===== src/rtl/dm_access_unit_pkg.sv =====
// Shared definitions for the data-memory access unit: request type codes,
// exception codes, FSM state encoding and the alignment check.
package dm_access_unit_pkg;

    localparam logic [2:0] T_B  = 3'b000;
    localparam logic [2:0] T_BU = 3'b001;
    localparam logic [2:0] T_H  = 3'b010;
    localparam logic [2:0] T_HU = 3'b011;
    localparam logic [2:0] T_W  = 3'b100;
    localparam logic [2:0] T_WU = 3'b101;
    localparam logic [2:0] T_D  = 3'b110;

    localparam logic [4:0] EXC_ADEL = 5'd4;
    localparam logic [4:0] EXC_ADES = 5'd5;

    typedef enum logic [1:0] {
        S_IDLE,
        S_ISSUE,
        S_WAIT,
        S_RESP
    } state_t;

    // Returns 1 when the access cannot be performed: misaligned for its size,
    // or a type the datapath width does not support (wu/d on 32-bit, 111 always).
    function automatic logic is_misaligned(input logic [2:0] req_type,
                                           input logic [2:0] addr_lo,
                                           input logic       wide);
        logic bad;
        bad = 1'b1;
        case (req_type)
            T_B, T_BU: bad = 1'b0;
            T_H, T_HU: bad = addr_lo[0];
            T_W:       bad = |addr_lo[1:0];
            T_WU:      bad = (|addr_lo[1:0]) || !wide;
            T_D:       bad = (|addr_lo) || !wide;
            default:   bad = 1'b1;
        endcase
        return bad;
    endfunction

endpackage


===== src/rtl/dm_access_unit_load_ext.sv =====
// Load extender: selects the addressed lane of a full memory word and
// sign- or zero-extends it to the datapath width.
module dm_load_ext
    import dm_access_unit_pkg::*;
#(
    parameter int DATA_W = 32
) (
    input  logic [DATA_W-1:0]             rdata,
    input  logic [$clog2(DATA_W/8)-1:0]   lane,
    input  logic [2:0]                    req_type,
    output logic [DATA_W-1:0]             ext_data
);

    logic [DATA_W-1:0] shifted;

    // Right-justify the addressed lane, then extend according to the type.
    always_comb begin
        shifted = rdata >> {lane, 3'b000};
        case (req_type)
            T_B:     ext_data = DATA_W'($signed(shifted[7:0]));
            T_BU:    ext_data = DATA_W'(shifted[7:0]);
            T_H:     ext_data = DATA_W'($signed(shifted[15:0]));
            T_HU:    ext_data = DATA_W'(shifted[15:0]);
            T_W:     ext_data = DATA_W'($signed(shifted[31:0]));
            T_WU:    ext_data = DATA_W'(shifted[31:0]);
            default: ext_data = shifted;
        endcase
    end

endmodule


===== src/rtl/dm_access_unit.sv =====
// Multi-cycle MEM-stage load/store controller: one request per handshake,
// alignment check, aligned memory port drive, fixed-latency read capture and
// held response with AdEL/AdES reporting.
module dm_access_unit
    import dm_access_unit_pkg::*;
#(
    parameter int DATA_W  = 32,
    parameter int ADDR_W  = 32,
    parameter int MEM_LAT = 1
) (
    input  logic                  clk,
    input  logic                  reset,
    input  logic                  req_valid,
    output logic                  req_ready,
    input  logic                  req_we,
    input  logic [2:0]            req_type,
    input  logic [ADDR_W-1:0]     req_addr,
    input  logic [DATA_W-1:0]     req_wdata,
    output logic                  mem_en,
    output logic                  mem_we,
    output logic [ADDR_W-1:0]     mem_addr,
    output logic [DATA_W/8-1:0]   mem_be,
    output logic [DATA_W-1:0]     mem_wdata,
    input  logic [DATA_W-1:0]     mem_rdata,
    output logic                  rsp_valid,
    input  logic                  rsp_ready,
    output logic [DATA_W-1:0]     rsp_rdata,
    output logic                  rsp_exc,
    output logic [4:0]            rsp_exc_code
);

    localparam int   BE_W  = DATA_W / 8;
    localparam int   OFF_W = $clog2(BE_W);
    localparam logic WIDE  = (DATA_W == 64);

    state_t            state, state_next;
    logic [2:0]        cnt;
    logic              we_q;
    logic [2:0]        type_q;
    logic [OFF_W-1:0]  lane_q;
    logic              bad;
    logic              capture;
    logic [BE_W-1:0]   be_next;
    logic [DATA_W-1:0] wdata_next;
    logic [DATA_W-1:0] ext_data;

    assign bad     = is_misaligned(req_type, req_addr[2:0], WIDE);
    assign capture = (state == S_WAIT) && (cnt == 3'(MEM_LAT));

    // State register.
    always_ff @(posedge clk) begin
        // NOTE: sequential state uses non-blocking assignments so every flop
        // samples pre-edge values regardless of block evaluation order.
        if (reset) state <= S_IDLE;
        else       state <= state_next;
    end

    // Next-state and handshake/strobe outputs.
    always_comb begin
        // NOTE: every output gets a default first so no path leaves it
        // unassigned, which would otherwise infer a latch.
        state_next = state;
        req_ready  = 1'b0;
        mem_en     = 1'b0;
        mem_we     = 1'b0;
        rsp_valid  = 1'b0;
        case (state)
            S_IDLE: begin
                req_ready = 1'b1;
                if (req_valid) state_next = bad ? S_RESP : S_ISSUE;
            end
            S_ISSUE: begin
                mem_en     = !reset;
                mem_we     = we_q && !reset;
                state_next = we_q ? S_RESP : S_WAIT;
            end
            S_WAIT: begin
                if (capture) state_next = S_RESP;
            end
            S_RESP: begin
                rsp_valid = 1'b1;
                if (rsp_ready) state_next = S_IDLE;
            end
            default: state_next = S_IDLE;
        endcase
    end

    // Store lane placement: byte-enable run at the lane offset, data replicated per lane.
    always_comb begin
        be_next    = '0;
        wdata_next = '0;
        case (req_type[2:1])
            2'b00: begin
                be_next    = BE_W'(1) << req_addr[OFF_W-1:0];
                wdata_next = {(DATA_W/8){req_wdata[7:0]}};
            end
            2'b01: begin
                be_next    = BE_W'(2'b11) << req_addr[OFF_W-1:0];
                wdata_next = {(DATA_W/16){req_wdata[15:0]}};
            end
            2'b10: begin
                be_next    = BE_W'(4'hF) << req_addr[OFF_W-1:0];
                wdata_next = {(DATA_W/32){req_wdata[31:0]}};
            end
            default: begin
                be_next    = '1;
                wdata_next = req_wdata;
            end
        endcase
    end

    // Request latch, memory port registers, latency counter and response capture.
    always_ff @(posedge clk) begin
        if (reset) begin
            cnt          <= '0;
            we_q         <= 1'b0;
            type_q       <= '0;
            lane_q       <= '0;
            mem_addr     <= '0;
            mem_be       <= '0;
            mem_wdata    <= '0;
            rsp_rdata    <= '0;
            rsp_exc      <= 1'b0;
            rsp_exc_code <= '0;
        end else begin
            case (state)
                S_IDLE: begin
                    if (req_valid) begin
                        we_q         <= req_we;
                        type_q       <= req_type;
                        lane_q       <= req_addr[OFF_W-1:0];
                        cnt          <= '0;
                        rsp_rdata    <= '0;
                        rsp_exc      <= bad;
                        rsp_exc_code <= bad ? (req_we ? EXC_ADES : EXC_ADEL) : 5'd0;
                        if (!bad) begin
                            mem_addr  <= {req_addr[ADDR_W-1:OFF_W], {OFF_W{1'b0}}};
                            mem_be    <= req_we ? be_next : '1;
                            mem_wdata <= req_we ? wdata_next : '0;
                        end
                    end
                end
                S_ISSUE: cnt <= 3'd1;
                S_WAIT: begin
                    if (capture) rsp_rdata <= ext_data;
                    else         cnt       <= cnt + 3'd1;
                end
                default: ;
            endcase
        end
    end

    dm_load_ext #(.DATA_W(DATA_W)) u_load_ext (
        .rdata    (mem_rdata),
        .lane     (lane_q),
        .req_type (type_q),
        .ext_data (ext_data)
    );

endmodule

===== config.mk =====
export PLATFORM = sky130hd
export DESIGN_NAME = dm_access_unit
export DESIGN_NICKNAME = d
export VERILOG_FILES = /design/src/rtl/dm_access_unit_pkg.sv /design/src/rtl/dm_access_unit_load_ext.sv /design/src/rtl/dm_access_unit.sv
export SDC_FILE = /design/constraint.sdc
export NUM_CORES = 1
export LEC_CHECK = 0
export CAP_MARGIN = 0
export CORE_ASPECT_RATIO = 0.6
export CORE_MARGIN = 4
export CORE_UTILIZATION = 26
export CTS_CLUSTER_DIAMETER = 40
export CTS_CLUSTER_SIZE = 30
export DETAILED_ROUTE_END_ITERATION = 12
export PLACE_DENSITY_LB_ADDON = 0.3
export SETUP_SLACK_MARGIN = 0.2
export SLEW_MARGIN = 20
export SYNTH_ARGS = -nofsm -noshare
export SYNTH_HDL_FRONTEND = slang
export SYNTH_SLANG_ARGS = --single-unit

===== constraint.sdc =====
create_clock -name clk -period 2.78 [get_ports clk]
set_input_delay 0.278 -clock clk [delete_from_list [all_inputs] [get_ports clk]]
set_output_delay 0.278 -clock clk [all_outputs]
set_load 0.03 [all_outputs]

==> summary.md, run 1 <==
| Metric | Value |
|---|---|
| H-tree depth | 3 |
| Max-Slew Margin vs Limit | 55.9% |
| Antenna violations before repair | 0 |
| Fin. Hold Viols | 0 |
| Number of flops mapped to enable cells by yosys | 0 |
| Final slew viol count | 0 |
| # IOs | 214 |
| DRT iter0 DRCs | 370 |
| Worst R2R Path Depth | 6 |
| R2R setup slack | 470 ps |
| Max cap viols | 0 |
| Library cells used by synthesis | 48 |
| Cts hold-fix bufs | 0 |
| Congestion Overflow GR | 0 |
| Share of layout cells above drive strength 1 | 8.59% |
| Vias | 5,510 |
| Layout Cells excl Fill | 1,065 |
| Sequential area share after synthesis | 40.6% |
| Status | completed |
| Mapped Cells | 608 |
| Area Growth Syn to Fin | 48.9% |
| Tmin final | 2310 ps |
| Pwr Total | 4.88 mW |
| Total track usage | 17.3% |
| RSZ-0062 raised after global routing | no |
| Final setup viols | 0 |
| Core ar. | 20,400 µm² |
| DRC | 0 |
| Critical-path cell list | inv_1, ha_1, nor2b_2, nor2_1, nand2_1, o2bb2ai_1 |
| Via density | 5.17 |
| Crit path max-delay cell type | nor2_1 |
| CP Class | reg2reg |
| Destination of the worst hold path | rsp_rdata[30]$_SDFFE_PP0P_ |
| Crit Reg-Reg Endpoint | rsp_rdata[10]$_SDFFE_PP0P_ |
| CP required | 3060 ps |
| Initial Util | 26.9% |
| Root buffer cell | clkbuf_16 |
| Post-CTS setup buffers | 0 |
| Crit-path max FO | 9 |
| Wire length per cell | 19.7 µm |
| CP Capture Type | flop |
| Site Rows | 40 |
| Post-detailed-route count of antenna-violating nets | 0 |
| Vias in the first global route | 5,324 |
| Drt total wl | 21,000 µm |
| CTS buffer count | 9 |
| Pin count of the biggest net entering global routing | 45 |
| Synth warn | 0 |
| Placement Cell Area | 7830 µm² |
| Peak per-stage delay on the critical path | 520 ps |
| Leak Pwr | 2.80 nW |
| Slew @ Worst Pin | 661 ps |
| DR pass1 iterations | 5 |
| Hold depth | 2 |
| Reg clk slew, reported paths | 70 ps |
| Mapped cell area | 5480 µm² |
| Skew final | 7.10 ps |
| PwrDens | 598 nW/µm² |
| First-pass GRT wire length | 32,200 µm |
| Die ar. | 23,500 µm² |
| Ys async rst share | 0% |
| CP Launch Type | flop |
| Hold Path Class | in2reg |
| Die span in x | 195 µm |
| Detailed placer's ending HPWL | 15,400 µm |
| #FFs+latches synth | 111 |
| TritonCTS clock tree | built |
| Reg2reg start | state[0]$_SDFFE_PP0P_ |
| Max clock buf depth | 2 |
| Period utilisation layout | 83.3% |
| Latest clock arrival within the worst-skew pair | 360 ps |
| Post-Syn Area per Cell | 9.01 µm² |
| Setup TNS | 0 ps |
| Final Cell Area | 8160 µm² |
| Hold WS | 367 ps |
| Total clock sinks | 111 |
| Worst EP arrival | 2600 ps |
| Fillers | 2,038 |
| Top FF cell, synth | dfxtp_1 |
| Inst Count DP | 1,050 |
| Max Clk Rate | 432 MHz |
| Fin nets | 905 |
| # port buffers | 208 |
| RePlAce Congestion | 0.778 |
| # diodes | 0 |
| Die height | 120 µm |
| Worst VDD drop | 316 µV |
| Hold path start | reset |
[sequential cells by signal, indices dropped and copies added, names as in the netlist]
| name | flops |
|---|---|
| rsp_rdata | 32 |
| mem_wdata | 32 |
| we_q | 1 |
| state | 2 |
| lane_q | 2 |
| mem_addr | 30 |
| rsp_exc_code | 2 |
| cnt | 3 |
| mem_be | 4 |
| type_q | 3 |
[area by class of cell]
type	instances	area, µm²	share of cell area, %
inverter	9	33.8	0.414
multi-input combinational	425	2960	36.3
clock buffer	13	270	3.31
timing repair buffer	232	2290	28.1
sequential	111	2220	27.2
clock inverter	2	38.8	0.475
tap	273	342	4.19
[power breakdown]
group,switching [mW],internal [mW],total [mW],leakage [nW]
Sequential,0.0830,1.69,1.78,0.898
Clock,0.600,0.771,1.37,0.152
Combinational,1.06,0.672,1.73,1.75
[critical path: cells and delay by family (launching register included)]
kind | cells | cell delay, ps
AOI/OAI and AO/OA | 1 | 220
adders and majority gates | 1 | 310
buffers and inverters | 1 | 130
DFF | 1 | 410
and+or+nand+nor | 3 | 1160
[routing by layer]
metal / GRT usage (%) / share of wire (%) / vias up / wire (µm)
li1: - / - / 2644 / -
met1: 27.5 / 52 / 2620 / 10900
met2: 22.5 / 39 / 234 / 8100
met3: 5.43 / 8.8 / 12 / 1850
met4: 2.75 / 0.62 / 0 / 130
met5: 0 / 0 / - / 0
[synth_stat cells, types with 7 or more instances]
library cell	number	area, µm²
o211ai_1	31	233
mux2_2	8	90.1
inv_1	9	33.8
nand3_1	34	170
dfxtp_1	111	2220
clkbuf_1	39	146
buf_4	8	60.1
ha_1	13	163
nand2_1	30	113
nor2_1	19	71.3
nand4_1	30	188
o21ai_0	31	155
a22o_1	7	61.3
a21oi_1	63	315
o31ai_1	30	225
buf_2	14	70.1
mux4_2	8	180
a22oi_1	32	240
mux2i_1	16	160
o2bb2ai_1	8	70.1
nand3b_1	11	82.6
[metrics by stage]
| stage | worst slack (ps) | util, % |
|---|---|---|
| floorplan | 670 | - |
| global placement | 297 | 38.4 |
| detailed placement | 210 | 38.4 |
| CTS | 316 | 39.9 |
| global route | 249 | 40.1 |
| finish | 465 | 40.1 |
[logic make-up after synthesis]
logic type	share of synthesized area, %
muxes	8.54
adders and majority gates	2.97
and+or+nand+nor	15.8
AOI/OAI and AO/OA	25.9
other	0.0685
buffers and inverters	6.21
DFF	40.6
[cells in the final DEF, fill, tap and decap left out, drive strengths merged, types with 19 or more instances in the layout]
cell type      count
a21oi             63
a22oi             32
buf               25
clkdlybuf4s50    207
dfxtp            111
nand2             30
nand3             34
nand4             30
nor2              19
o211ai            31
o21ai             32
o31ai             30
[timing repair]
item | in CTS | in global routing
endpoints found under the hold margin | 0 | 0
setup endpoints to repair | 0 | 12
gates resized for setup | 0 | 3
[worst max path at each step]
stage,slack [ps],startpoint,cells past startpoint,end
finish,470,state[0]$_SDFFE_PP0P_,6,rsp_rdata[10]$_SDFFE_PP0P_
global route,250,state[0]$_SDFFE_PP0P_,6,rsp_rdata[14]$_SDFFE_PP0P_
CTS,320,state[0]$_SDFFE_PP0P_,6,rsp_rdata[19]$_SDFFE_PP0P_
detailed placement,210,mem_rdata[31],4,rsp_rdata[24]$_SDFFE_PP0P_
global placement,300,req_type[2],8,mem_addr[6]$_SDFFE_PP0P_
floorplan,670,state[0]$_SDFFE_PP0P_,8,rsp_rdata[20]$_SDFFE_PP0P_
Note: power is estimated with default switching activity, not from simulation.
==> run 2: changes to the inputs <==
==> constraint.sdc (replaced) <==
create_clock -name clk -period 2.3 [get_ports clk]
set_input_delay 0.23 -clock clk [delete_from_list [all_inputs] [get_ports clk]]
set_output_delay 0.23 -clock clk [all_outputs]
set_load 0.03 [all_outputs]
==> run 2 against run 1 <==
Effect of this change:
- sequential share of layout area fell by 0.61 points
- first-iteration DRC count down 5.4%
- global-route usage decreased by 0.17 points
- flip-flop and latch count is the same
- largest power group is now combinational logic
- wire length decreased by 0.90%
- critical path type is now reg2out
==> summary.md, run 2 (synthesized netlist as in run 1, its figures left out) <==
| Metric | Value |
|---|---|
| R2R setup slack | 350 ps (was 470 ps) |
| Initial Util | 26.9% (unchanged) |
| DRC | 0 (unchanged) |
| RSZ-0062 raised after global routing | yes (was no) |
| Pin count of the biggest net entering global routing | 39 (was 45) |
| Crit path depth | 5 (was 6) |
| Most common cell after layout, fill and taps aside | clkdlybuf4s50_1 (unchanged) |
| Hold Path Class | in2reg (unchanged) |
| Reg clk slew, reported paths | 80 ps (was 70 ps) |
| Slew @ Worst Pin | 636 ps (was 661 ps) |
| CP Launch Type | flop (unchanged) |
| Crit Reg-Reg Endpoint | mem_wdata[15]$_SDFFE_PP0P_ (was rsp_rdata[10]$_SDFFE_PP0P_) |
| PwrDens | 704 nW/µm² (was 598 nW/µm²) |
| Core ar. | 20,400 µm² (unchanged) |
| Detailed placer's ending HPWL | 15,600 µm (was 15,400 µm) |
| Pwr Total | 5.88 mW (was 4.88 mW) |
| Peak per-stage delay on the critical path | 410 ps (was 520 ps) |
| Vias in the first global route | 5,386 (was 5,324) |
| Hold path start | reset (unchanged) |
| CP endpoint | mem_we (was rsp_rdata[10]$_SDFFE_PP0P_) |
| First-pass GRT wire length | 32,000 µm (was 32,200 µm) |
| Root buffer cell | clkbuf_16 (unchanged) |
| Die height | 120 µm (unchanged) |
| Max clock buf depth | 2 (unchanged) |
| Fin util | 41.0% (was 40.1%) |
| Internal | 3.75 mW (was 3.14 mW) |
| Worst EP arrival | 1740 ps (was 2600 ps) |
| Max Clk Rate | 508 MHz |
| Fin nets | 929 (was 905) |
| CP required | 2070 ps (was 3060 ps) |
| Wire length per cell | 19.1 µm (was 19.7 µm) |
| CP Class | reg2out (was reg2reg) |
| Tmin final | 1970 ps |
| Crit path max-delay cell type | dlygate4sd2_1 (was nor2_1) |
| Latest clock arrival within the worst-skew pair | 350 ps (was 360 ps) |
| Hold WS | 409 ps (was 367 ps) |
| Total clock sinks | 111 (unchanged) |
| Drt total wl | 20,800 µm (was 21,000 µm) |
| Fin. Hold Viols | 0 (unchanged) |
| Reg power frac | 36.5% (was 36.4%) |
| Final slew viol count | 0 (unchanged) |
| TritonCTS clock tree | built (unchanged) |
| DRT iter0 DRCs | 350 (was 370) |
| Clk pwr share | 25.5% (was 28.1%) |
| P_sw | 2.12 mW (was 1.74 mW) |
| Reg2reg start | state[0]$_SDFFE_PP0P_ (unchanged) |
| Total track usage | 17.1% (was 17.3%) |
| Worst setup path start | state[1]$_SDFFE_PP0P_ (was state[0]$_SDFFE_PP0P_) |
| # IOs | 214 (unchanged) |
| Buf/Inv on CP | 2 (was 1) |
| Worst R2R Path Depth | 8 (was 6) |
| CTS buffer count | 9 (unchanged) |
| H-tree depth | 3 (unchanged) |
| DR pass1 iterations | 5 (unchanged) |
| # diodes | 0 (unchanged) |
| Critical-path cell list | inv_1, ha_1, nor2b_1, and2_1, dlygate4sd2_1 (was inv_1, ha_1, nor2b_2, nor2_1, nand2_1, o2bb2ai_1) |
| Worst VDD drop | 344 µV (was 316 µV) |
| Status | completed (unchanged) |
| Final setup viols | 0 (unchanged) |
| Most frequent cells in the layout | clkdlybuf4s50_1 (204), dfxtp_1 (110), a21oi_1 (63), buf_4 (40), nand3_1 (33) (was clkdlybuf4s50_1 (207), dfxtp_1 (111), a21oi_1 (63), nand3_1 (33), a22oi_1 (32)) |
| Site Rows | 40 (unchanged) |
| Area Growth Syn to Fin | 52.4% (was 48.9%) |
| Period utilisation layout | 85.5% |
| # port buffers | 208 (unchanged) |
| Max-Slew Margin vs Limit | 57.4% (was 55.9%) |
| Antenna violations before repair | 0 (unchanged) |
| Switching Fraction | 36.1% (was 35.7%) |
| Die span in x | 195 µm (unchanged) |
| Cts hold-fix bufs | 0 (unchanged) |
| Leak Pwr | 2.94 nW (was 2.80 nW) |
| Setup TNS | 0 ps (unchanged) |
| CP Capture Type | output port (was flop) |
| Share of layout cells above drive strength 1 | 11.6% (was 8.59%) |
| Max cap viols | 0 (unchanged) |
| Crit-path max FO | 6 (was 9) |
| Die ar. | 23,500 µm² (unchanged) |
| RePlAce Congestion | 0.797 (was 0.778) |
| Logic pwr share | 37.9% (was 35.5%) |
| Skew final | 9.88 ps (was 7.10 ps) |
| CP delay by family, top | buffers and inverters (was simple AND/OR/NAND/NOR gates) |
| Congestion Overflow GR | 0 (unchanged) |
| Post-detailed-route count of antenna-violating nets | 0 (unchanged) |
| Vias | 5,587 (was 5,510) |
| Largest regs | mem_wdata: 32 flops, rsp_rdata: 32 flops, mem_addr: 30 flops (unchanged) |
| Via density | 5.13 (was 5.17) |
==> run 2: worst min-delay path by stage <==
stage / slack (ps) / cells past startpoint / endpoint
2_1_floorplan: 370 / 2 / type_q[1]$_SDFFE_PP0P_
3_3_place_gp: 450 / 1 / rsp_rdata[11]$_SDFFE_PP0P_
3_5_place_dp: 450 / 1 / rsp_rdata[8]$_SDFFE_PP0P_
4_1_cts: 400 / 3 / rsp_rdata[25]$_SDFFE_PP0P_
5_1_grt: 420 / 3 / rsp_rdata[31]$_SDFFE_PP0P_
6_report: 410 / 3 / mem_wdata[1]$_SDFFE_PP0P_
==> run 2: power by group through the flow <==
stage	combinational (mW)	sequential, mW	clock [mW]
finish	2.23	2.15	1.50
global route	2.40	2.16	1.63
CTS	2.21	2.14	1.57
detailed placement	2.22	2.19	0
global placement	2.22	2.19	0
floorplan	1.13	2.33	0
==> run 2: through the flow <==
step	worst slack, ps	instance area, µm²	std cells
after global routing	198	8350	1089
final	333	8350	1089
after floorplan	300	5500	612
after CTS	254	8330	1089
after global placement	70.5	8060	1074
after detailed placement	-5.15	8060	1074
==> run 2: final cells by class <==
| class | instances | area, µm² |
|---|---|---|
| flip-flops and latches | 111 | 2220 |
| multi-input cells | 425 | 2950 |
| inverters | 9 | 33.8 |
| clock buffers | 10 | 239 |
| well taps | 273 | 342 |
| clock inverters | 5 | 32.5 |
| fillers | 2035 | 12000 |
| repair buffers | 256 | 2520 |
==> run 2: per-layer routing <==
metal  up-vias  routed length, µm  GRT usage [%]  part of all wire [%]
li1       2697                  -              -                     -
met1      2658              10900           26.8                    52
met2       218               7890           22.1                    38
met3        14               1930           6.04                   9.2
met4         0                174           3.14                  0.83
met5         -                  0              0                     0
==> run 2: worst reg2reg max path: stages, from the launching register on <==
cell and delay (ps):
dfxtp_1 340, inv_1 150, ha_2 200, buf_4 140, nor4bb_2 380, mux2i_4 180
buf_12 190, nand2_1 110, mux2i_1 190
==> run 2: timing repair <==
item                       4_1_cts  5_1_grt
gates cloned                     0        0
gates resized for setup          4        4
setup endpoints to repair       11       63
buffers inserted                 0        0
==> run 3: changes to the inputs <==
--- a/config.mk
+++ b/config.mk
@@ -12,8 +12,10 @@
 export CTS_CLUSTER_DIAMETER = 40
 export CTS_CLUSTER_SIZE = 30
 export DETAILED_ROUTE_END_ITERATION = 12
+export DONT_BUFFER_PORTS = 1
 export PLACE_DENSITY_LB_ADDON = 0.3
 export SETUP_SLACK_MARGIN = 0.2
+export SKIP_CTS_REPAIR_TIMING = 1
 export SLEW_MARGIN = 20
 export SYNTH_ARGS = -nofsm -noshare
 export SYNTH_HDL_FRONTEND = slang
==> run 3 against run 2 <==
Effect of this change:
- the run now ends with negative hold slack left
- non-clock buffer count decreased by 228
- die area unchanged
- via count decreased by 14%
- register-to-register slack gained 30 ps
- sequential share of layout area is 9.8 points higher
- sequential power rose by 9%
- critical path type unchanged
- largest cell class unchanged
==> summary.md, run 3 (synthesized netlist as in run 1, its figures left out) <==
| Metric | Value |
|---|---|
| Hold WS | -12.0 ps (was 409 ps) |
| Largest regs | mem_wdata: 32 flops, rsp_rdata: 32 flops, mem_addr: 30 flops (unchanged) |
| Wire length per cell | 22.3 µm (was 19.1 µm) |
| Fin util | 30.0% (was 41.0%) |
| Post-detailed-route count of antenna-violating nets | 0 (unchanged) |
| Inst Count DP | 842 (was 1,074) |
| # port buffers | 0 (was 208) |
| Crit path max-delay cell type | dfxtp_1 (was dlygate4sd2_1) |
| TritonCTS clock tree | built (unchanged) |
| Detailed placer's ending HPWL | 14,200 µm (was 15,600 µm) |
| Reg power frac | 43.5% (was 36.5%) |
| P_sw | 2.00 mW (was 2.12 mW) |
| Vias | 4,817 (was 5,587) |
| Site Rows | 40 (unchanged) |
| Final setup viols | 0 (unchanged) |
| Most frequent cells in the layout | dfxtp_1 (111), a21oi_1 (63), nand3_1 (33), a22oi_1 (32) (was clkdlybuf4s50_1 (204), dfxtp_1 (110), a21oi_1 (63), buf_4 (40), nand3_1 (33)) |
| GR peak layer | met2 (was met1) |
| Clk pwr share | 28.4% (was 25.5%) |
| Peak per-stage delay on the critical path | 360 ps (was 410 ps) |
| Core ar. | 20,400 µm² (unchanged) |
| Die span in x | 195 µm (unchanged) |
| RSZ-0062 raised after global routing | no (was yes) |
| Period utilisation layout | 85.0% (was 85.5%) |
| Max-Slew Margin vs Limit | 52.5% (was 57.4%) |
| Crit-path max FO | 6 (unchanged) |
| R2R setup slack | 380 ps (was 350 ps) |
| Worst EP arrival | 1720 ps (was 1740 ps) |
| Worst R2R Path Depth | 7 (was 8) |
| Layout Cells excl Fill | 861 (was 1,089) |
| CTS buffer count | 9 (unchanged) |
| CP Launch Type | flop (unchanged) |
| Congestion Overflow GR | 0 (unchanged) |
| Initial Util | 26.9% (unchanged) |
| Fillers | 2,085 (was 2,035) |
| GRT met2 Usage | 21.5% (was 22.1%) |
| Internal | 3.38 mW (was 3.75 mW) |
| Die height | 120 µm (unchanged) |
| Most common cell after layout, fill and taps aside | dfxtp_1 (was clkdlybuf4s50_1) |
| Fin nets | 701 (was 929) |
| Hold Path Class | in2reg (unchanged) |
| Leak Pwr | 2.06 nW (was 2.94 nW) |
| H-tree depth | 3 (unchanged) |
| CP Class | reg2out (unchanged) |
| Pin count of the biggest net entering global routing | 79 (was 39) |
| Skew final | 13.5 ps (was 9.88 ps) |
| Drt total wl | 19,200 µm (was 20,800 µm) |
| Hold depth | 1 (was 3) |
| Max Clk Rate | 512 MHz (was 508 MHz) |
| Final slew viol count | 0 (unchanged) |
| GRT met3 Usage | 8.58% (was 6.04%) |
| Hold path start | reset (unchanged) |
| Violated checks | negative hold slack |
| Root buffer cell | clkbuf_16 (unchanged) |
| Critical-path cell list | inv_1, ha_1, nor2b_1, buf_4, and2_1 (was inv_1, ha_1, nor2b_1, and2_1, dlygate4sd2_1) |
| Reg clk slew, reported paths | 70 ps (was 80 ps) |
| Via density | 5.59 (was 5.13) |
| Destination of the worst hold path | rsp_rdata[27]$_SDFFE_PP0P_ (was mem_wdata[1]$_SDFFE_PP0P_) |
| # IOs | 214 (unchanged) |
| Area Growth Syn to Fin | 11.4% (was 52.4%) |
| Max cap viols | 0 (unchanged) |
| Fin. Hold Viols | 1 (was 0) |
| Share of layout cells above drive strength 1 | 11.7% (was 11.6%) |
| CP Capture Type | output port (unchanged) |
| Total clock sinks | 111 (unchanged) |
| Logic pwr share | 28.2% (was 37.9%) |
| Die ar. | 23,500 µm² (unchanged) |
| DRC | 0 (unchanged) |
| Setup TNS | 0 ps (unchanged) |
| DRT iter0 DRCs | 301 (was 350) |
| Switching Fraction | 37.2% (was 36.1%) |
| Worst VDD drop | 406 µV (was 344 µV) |
| Crit Reg-Reg Endpoint | mem_be[1]$_SDFFE_PP0P_ (was mem_wdata[15]$_SDFFE_PP0P_) |
| CP required | 2070 ps (about the same) |
| RePlAce Congestion | 0.822 (was 0.797) |
| Latest clock arrival within the worst-skew pair | 360 ps (was 350 ps) |
| DR pass1 iterations | 5 (unchanged) |
| # diodes | 0 (unchanged) |
| Reg2reg start | state[0]$_SDFFE_PP0P_ (unchanged) |
| First-pass GRT wire length | 28,800 µm (was 32,000 µm) |
| Slew @ Worst Pin | 711 ps (was 636 ps) |
| Met1 GRT Util | 21.1% (was 26.8%) |
| Tmin final | 1950 ps (was 1970 ps) |
| PwrDens | 882 nW/µm² (was 704 nW/µm²) |
| Worst setup path start | state[1]$_SDFFE_PP0P_ (unchanged) |
| Status | finished, violations left (was completed) |
| Antenna violations before repair | 0 (unchanged) |
| Max clock buf depth | 2 (unchanged) |
| Total track usage | 15.6% (was 17.1%) |
| Vias in the first global route | 4,602 (was 5,386) |
run 3: changes by cell type in the layout (fill, tap and decap cells not counted), moves of 2 or more:
cell	delta
clkdlybuf4s50_1	-204
buf_4	-18
buf_12	-5
dlygate4sd2_1	-3
dlygate4sd3_1	+3
clkinv_2	-2
clkinvlp_4	+2
run 3: layout make-up:
type,count,area [µm²],share of cell area [%]
clock buffers,11,253,4.14
clock inverters,4,28.8,0.472
inverters,9,33.8,0.554
multi-input cells,425,2960,48.5
flip-flops and latches,111,2220,36.4
well taps,273,342,5.60
repair buffers,28,263,4.31
run 3: worst max path at each step:
stage                                             to  slack, ps
after floorplan           rsp_rdata[20]$_SDFFE_PP0P_        300
after global placement    rsp_rdata[24]$_SDFFE_PP0P_        390
after detailed placement  rsp_rdata[22]$_SDFFE_PP0P_        170
after CTS                 rsp_rdata[22]$_SDFFE_PP0P_        160
after global routing      rsp_rdata[27]$_SDFFE_PP0P_        200
final                                         mem_we        350
run 3: metal layers:
layer  vias to the layer above  part of all wire, %
met1                      2338                   46
met3                        16                   13
met5                         -                    0
met2                       221                   40
li1                       2242                    -
met4                         0                  1.2
run 3: worst max-delay path: cells and delay by family (launching register included):
family                     cells  cell delay [ps]
adders and majority gates      1              220
buffers and inverters          2              300
DFF                            1              360
and+or+nand+nor                2              490
run 3: power by group through the flow:
stage	sequential (mW)	clock, mW	combinational (mW)
after floorplan	2.33	0	1.13
after global placement	2.38	0	1.41
after detailed placement	2.39	0	1.45
after CTS	2.34	1.59	1.46
after global routing	2.36	1.66	1.66
final	2.34	1.53	1.52
run 3: stage by stage:
| stage | power, mW | setup WS, ps | cell area, µm² |
|---|---|---|---|
| after global routing | 5.67 | 204 | 6100 |
| after detailed placement | 3.84 | 167 | 5740 |
| after CTS | 5.39 | 161 | 6020 |
| after floorplan | 3.45 | 300 | 5500 |
| after global placement | 3.79 | 388 | 5740 |
| final | 5.38 | 345 | 6100 |
==> variant 1, RTL diff (settings of run 3) <==
Set the parameter `ADDR_W` to 36 (it was 32).
--- a/src/rtl/dm_access_unit.sv
+++ b/src/rtl/dm_access_unit.sv
@@ -5,7 +5,7 @@
     import dm_access_unit_pkg::*;
 #(
     parameter int DATA_W  = 32,
-    parameter int ADDR_W  = 32,
+    parameter int ADDR_W  = 36,
     parameter int MEM_LAT = 1
 ) (
     input  logic                  clk,
Ports: changed (resized mem_addr and req_addr); port bits go from 214 to 222. The function was not compared with the original's and may differ.
==> variant 1 against run 3 <==
  * Clock skew is 0.0052 ns lower
  * Register-to-register slack got worse by 0.06 ns
  * Global-route usage up 1.3 points
  * Count of clock-buffer cells in the layout up 6
  * Die area grew 2.7%
  * Non-clock buffer count rose by 34
  * Worst setup slack worse by 0.041 ns
  * Synthesized area grew 2.8%
  * Sequential cell count grew 4
  * Routed wire length is 10% higher
  * Design area rose by 15%
  * Power increased by 35%
  * Largest power group is now clock
==> variant 1: results (changes against run 3) <==
Parameter                              Value

Run status
  Outcome    complete, no violations

Hold path
  Number of cells on the worst hold path    2 (+1)
  Min-Delay Startpoint    req_addr[19]

Detailed routing
  Drt via density    5.573 (-0.39%)
  Routed wire per std cell    22.76 um (+1.8%)
  DRT iter0 DRCs    327 (+8.6%)

Yosys
  Share of synthesized area occupied by flip-flops and latches    40.87% (+0.30 points)
  Compound-gate portion of the synthesized area    26.03% (+0.18 points)
  Post-synthesis mux area share    8.085% (-0.46 points)
  Biggest area contributors in the synthesized netlist    sky130_fd_sc_hd__dfxtp_1 (41%), sky130_fd_sc_hd__a21oi_1 (6.0%), sky130_fd_sc_hd__o211ai_1 (4.7%)
  Fraction of the mapped netlist area in adder cells    2.888% (-0.082 points)
  Post-synthesis cell type count    46 (-4.2%)

Final layout
  Layout clock buffer count    17 (+6)
  Share of final-layout standard cells stronger than drive strength 1    14.96% (+3.2 points)
  Area used by sequential logic in the layout    0.002305 mm^2 (+3.7%)
  Non-clock buffering overhead    8.661% (+4.4 points)
  FILL cells    2,156 (+3.4%)
  Clock-cell share    9.639% (+5.0 points)
  Number of combinational gates with multiple inputs    437 (+2.8%)

Place
  Post-detail-place hpwl    14,900 um (+4.7%)
  Total placed cells including tap cells    868 (+3.1%)
  Weighted congestion reported at the end of routability-driven placement    0.8520 (+3.7%)
  Worst slack at placement    0.07402 ns (-0.09326 ns)
  Area of placed instances    0.005937 mm^2 (+3.4%)

Worst setup path
  Endpoint of the most critical register-to-register path    mem_addr[27]

Pwr
  Total power    7.265 mW (+35%)
  Power of the sequential group    2.42 mW (+3%)
  Static leakage    2.446 nW (+19%)
  Internal Pwr Total    4.834 mW (+43%)

CTS
  Clock Sink Count    115 (+3.6%)
  Worst-skew pair later-pin latency    0.42 ns (+0.06 ns)
  Total number of H-tree levels    4 (+1)

STA
  Rel. slew slack    40.95% (-12 points)
  Max Clock Skew    0.008311 ns (-0.005182 ns)
  WHS    0.002224 ns (+0.01421 ns)

GRT
  Global Route Usage Sum    16.90% (+1.3 points)
## variant 1: cell count changes in the layout (fill, tap and decap cells not counted), moves of 3 or more
cell                            before  now
sky130_fd_sc_hd__dlygate4sd3_1       3   33
sky130_fd_sc_hd__bufinv_16           0    6
sky130_fd_sc_hd__clkinv_4            0    3
sky130_fd_sc_hd__nand3_1            33   37
sky130_fd_sc_hd__o211ai_1           31   35
sky130_fd_sc_hd__a21oi_1            63   67
sky130_fd_sc_hd__clkbuf_16           9   17
## variant 1: worst max-delay path: stages, from the launching register on
cell                      delay, ns
sky130_fd_sc_hd__dfxtp_2       0.37
sky130_fd_sc_hd__inv_1         0.09
sky130_fd_sc_hd__ha_1          0.24
sky130_fd_sc_hd__nor2b_1       0.15
sky130_fd_sc_hd__buf_4         0.17
sky130_fd_sc_hd__and2_1        0.16
sky130_fd_sc_hd__buf_4         0.17
## variant 1: how the worst max path moves through the flow
stage | end | slack (ns) | depth (start not counted)
finish | mem_we | 0.30 | 6
global route | mem_addr[27] | 0.20 | 7
CTS | rsp_rdata[12] | 0.07 | 7
detailed placement | rsp_rdata[12] | 0.07 | 7
global placement | rsp_rdata[9] | 0.24 | 7
floorplan | mem_wdata[10] | 0.27 | 9
## variant 1: cells by family (layout without fill, tap and decap cells)
group / count (synthesis) / after routing
AO/OA/AOI/OAI: 222 / 222
AND/OR/NAND/NOR: 163 / 163
flip-flops: 115 / 115
buffers and inverters: 81 / 103
multiplexers: 34 / 34
adder cells (fa/ha/maj): 13 / 13
other: 1 / 5
## variant 1: routing by layer
metal | vias to the layer above | global-route usage [%] | wire length, um
met5 | - | 0 | 0
met1 | 2507 | 22.98 | 9559
met4 | 0 | 4.385 | 242
met2 | 274 | 23.32 | 8722
li1 | 2400 | - | -
met3 | 24 | 8.955 | 2730
==> variant 2, RTL diff (flow settings as in run 3) <==
Made on the original files. Re-encode `state_t` (4 states) as one-hot, 4 bits wide.
--- a/src/rtl/dm_access_unit_pkg.sv
+++ b/src/rtl/dm_access_unit_pkg.sv
@@ -13,11 +13,11 @@
     localparam logic [4:0] EXC_ADEL = 5'd4;
     localparam logic [4:0] EXC_ADES = 5'd5;
 
-    typedef enum logic [1:0] {
-        S_IDLE,
-        S_ISSUE,
-        S_WAIT,
-        S_RESP
+    typedef enum logic [3:0] {
+        S_IDLE  = 4'b0001,
+        S_ISSUE = 4'b0010,
+        S_WAIT  = 4'b0100,
+        S_RESP  = 4'b1000
     } state_t;
 
     // Returns 1 when the access cannot be performed: misaligned for its size,
Formal check against the unedited RTL: no difference found for any inputs over 4 cycles, from zero or initial values and one cycle with reset high; so few cycles prove little.
==> variant 2 against run 3 <==
  * The flow still finishes with violations (hold timing)
  * Die area rose by 4.7%
  * Worst setup slack worse by 0.054 ns
  * Count of clock-buffer cells in the layout increased by 7
  * Maximum frequency shrank 2.7%
  * Final cell count rose by 10%
  * Critical path depth stayed put
  * Routed wire length is 5.3% higher
  * Sequential cell count rose by 2
  * Design area increased by 16%
  * Via count is 4.1% higher
  * Synthesized area grew 4.9%
Power is not compared: it rests on default switching activity, and its combinational part moved more than twofold at a synthesized area within 25%.
==> variant 2: results (changes against run 3) <==
Parameter                              Value

Run status
  Outcome    finished, violations left
  Failing checks    hold timing

STA
  WHS    -0.01699 ns (-0.005000 ns)
  Worst Max-Slew Pin Slew    0.9082 ns (+0.1973 ns)
  Max Clock Skew    0.01055 ns (-0.002940 ns)
  Number of hold violations in the final report    1 (unchanged)

Pwr
  Proportion of power drawn by flip-flops and latches    37.8%

Final layout
  Number of nets in the final layout    769 (+9.7%)
  Share of final-layout standard cells stronger than drive strength 1    14.46% (+2.7 points)
  FILL cells    2,233 (+7.1%)

Detailed routing
  Drt first pass iters    5 (unchanged)
  Routed wire per std cell    21.32 um (-4.6%)
  Top routing layer in use    met5
  Met3 wire len    2328 um (-10%)
  Post-route met1 wirelength    9519 um (+8.5%)
  DRT iter0 DRCs    226 (-25%)
  Drt via density    5.277 (-5.7%)
  Detailed route wirelength on metal2    8221 um (+7.5%)

CTS
  Clock buffer count from CTS    17 (+8)
  Total number of H-tree levels    4 (+1)
  Worst-skew pair later-pin latency    0.42 ns (+0.06 ns)

Yosys
  Compound-gate portion of the synthesized area    25.77% (-0.084 points)
  Post-synthesis mux area share    12.67% (+4.1 points)
  Fraction of the mapped netlist area in adder cells    1.524% (-1.4 points)
  Share of synthesized area occupied by flip-flops and latches    39.36% (-1.2 points)
  List of most frequent post-synthesis cells    sky130_fd_sc_hd__dfxtp_1 (113), sky130_fd_sc_hd__nand2_1 (74), sky130_fd_sc_hd__a21oi_1 (65)
  Post-synthesis cell type count    56 (+17%)
  Fraction of synthesized cell area in xor and xnor cells    0.1524% (+0.15 points)

GRT
  Global Route Usage Sum    15.42% (-0.19 points)
  Global-route wire length before repair    28,790 um (about the same)
  Largest net degree at the start of global routing    58 (-27%)
  Number of global-route vias before repair    4,599 (-0.065%)
  Antenna violations before repair    2 (+2)

Place
  Post-detail-place hpwl    14,070 um (-1.2%)
  Weighted congestion reported at the end of routability-driven placement    0.7917 (-3.6%)

Worst setup path
  Crit-path max FO    24 (+18)
  WP data arrival    2.31 ns (+0.59 ns)
variant 2: cell types whose count changed in the layout (fill, tap and decap cells not counted), moves of 9 or more:
cell	run 3	this run
sky130_fd_sc_hd__dlygate4sd3_1	3	38
sky130_fd_sc_hd__a22oi_1	32	1
sky130_fd_sc_hd__nand2_1	30	74
sky130_fd_sc_hd__a221o_1	0	15
sky130_fd_sc_hd__nand4_1	30	0
sky130_fd_sc_hd__mux2i_1	16	51
sky130_fd_sc_hd__nand3_1	33	10
sky130_fd_sc_hd__o21ai_0	31	16
sky130_fd_sc_hd__o2bb2ai_1	8	17
variant 2: worst max-delay path, cell delays in order, from the launching register on:
cell and delay, ns:
sky130_fd_sc_hd__dfxtp_1 0.56, sky130_fd_sc_hd__nand2b_1 0.09, sky130_fd_sc_hd__a211o_1 0.42, sky130_fd_sc_hd__o21a_1 0.21
sky130_fd_sc_hd__buf_4 0.22, sky130_fd_sc_hd__a221o_1 0.39
variant 2: path summary, 6_finish.rpt:
| path | cells past startpoint | slack [ns] | end | from |
|---|---|---|---|---|
| setup / recovery | 5 | 0.29 | rsp_rdata[29] | state[2] |
| hold / removal | 2 | -0.02 | mem_wdata[3] | req_wdata[3] |
| setup reg to reg | 5 | 0.29 | rsp_rdata[29] | state[2] |
| hold reg to reg | 2 | 0.50 | cnt[1] | cnt[1] |
variant 2: area by class of cell:
cell class / instances / area, um^2 / share of cell area [%]
Multi-Input combinational cell: 449 / 3159 / 44.64
Sequential cell: 113 / 2266 / 32.02
Timing Repair Buffer: 69 / 645.6 / 9.123
Clock buffer: 18 / 439.2 / 6.206
Tap cell: 279 / 349.1 / 4.933
Clock inverter: 14 / 187.7 / 2.652
Inverter: 8 / 30.03 / 0.4243
variant 2: cell families after synthesis:
family                   count (synthesis)
AO/OA/AOI/OAI                          209
XOR/XNOR                                 1
adder cells (fa/ha/maj)                  7
buffers and inverters                   73
flip-flops                             113
multiplexers                            69
other                                    1
AND/OR/NAND/NOR                        158
variant 2: metal layers:
layer	up-vias	GRT usage, %
li1	2380	-
met3	16	8.524
met1	2427	21.47
met5	-	0
met2	186	20.36
met4	4	3.986
variant 2: metrics by stage:
| step | cells | worst slack [ns] | total power, mW | hold WS, ns | cell area [um^2] |
|---|---|---|---|---|---|
| after CTS | 911 | 0.1495 | 5.741 | -0.1445 | 6656 |
| after global placement | 879 | 0.3378 | 2.862 | 0.3126 | 6030 |
| final | 950 | 0.2912 | 5.750 | -0.01699 | 7077 |
| after global routing | 950 | 0.1805 | 5.996 | 0.004115 | 7077 |
| after detailed placement | 879 | 0.3280 | 2.861 | 0.3155 | 6030 |
| after floorplan | 635 | 0.2449 | 2.709 | 0.3660 | 5763 |
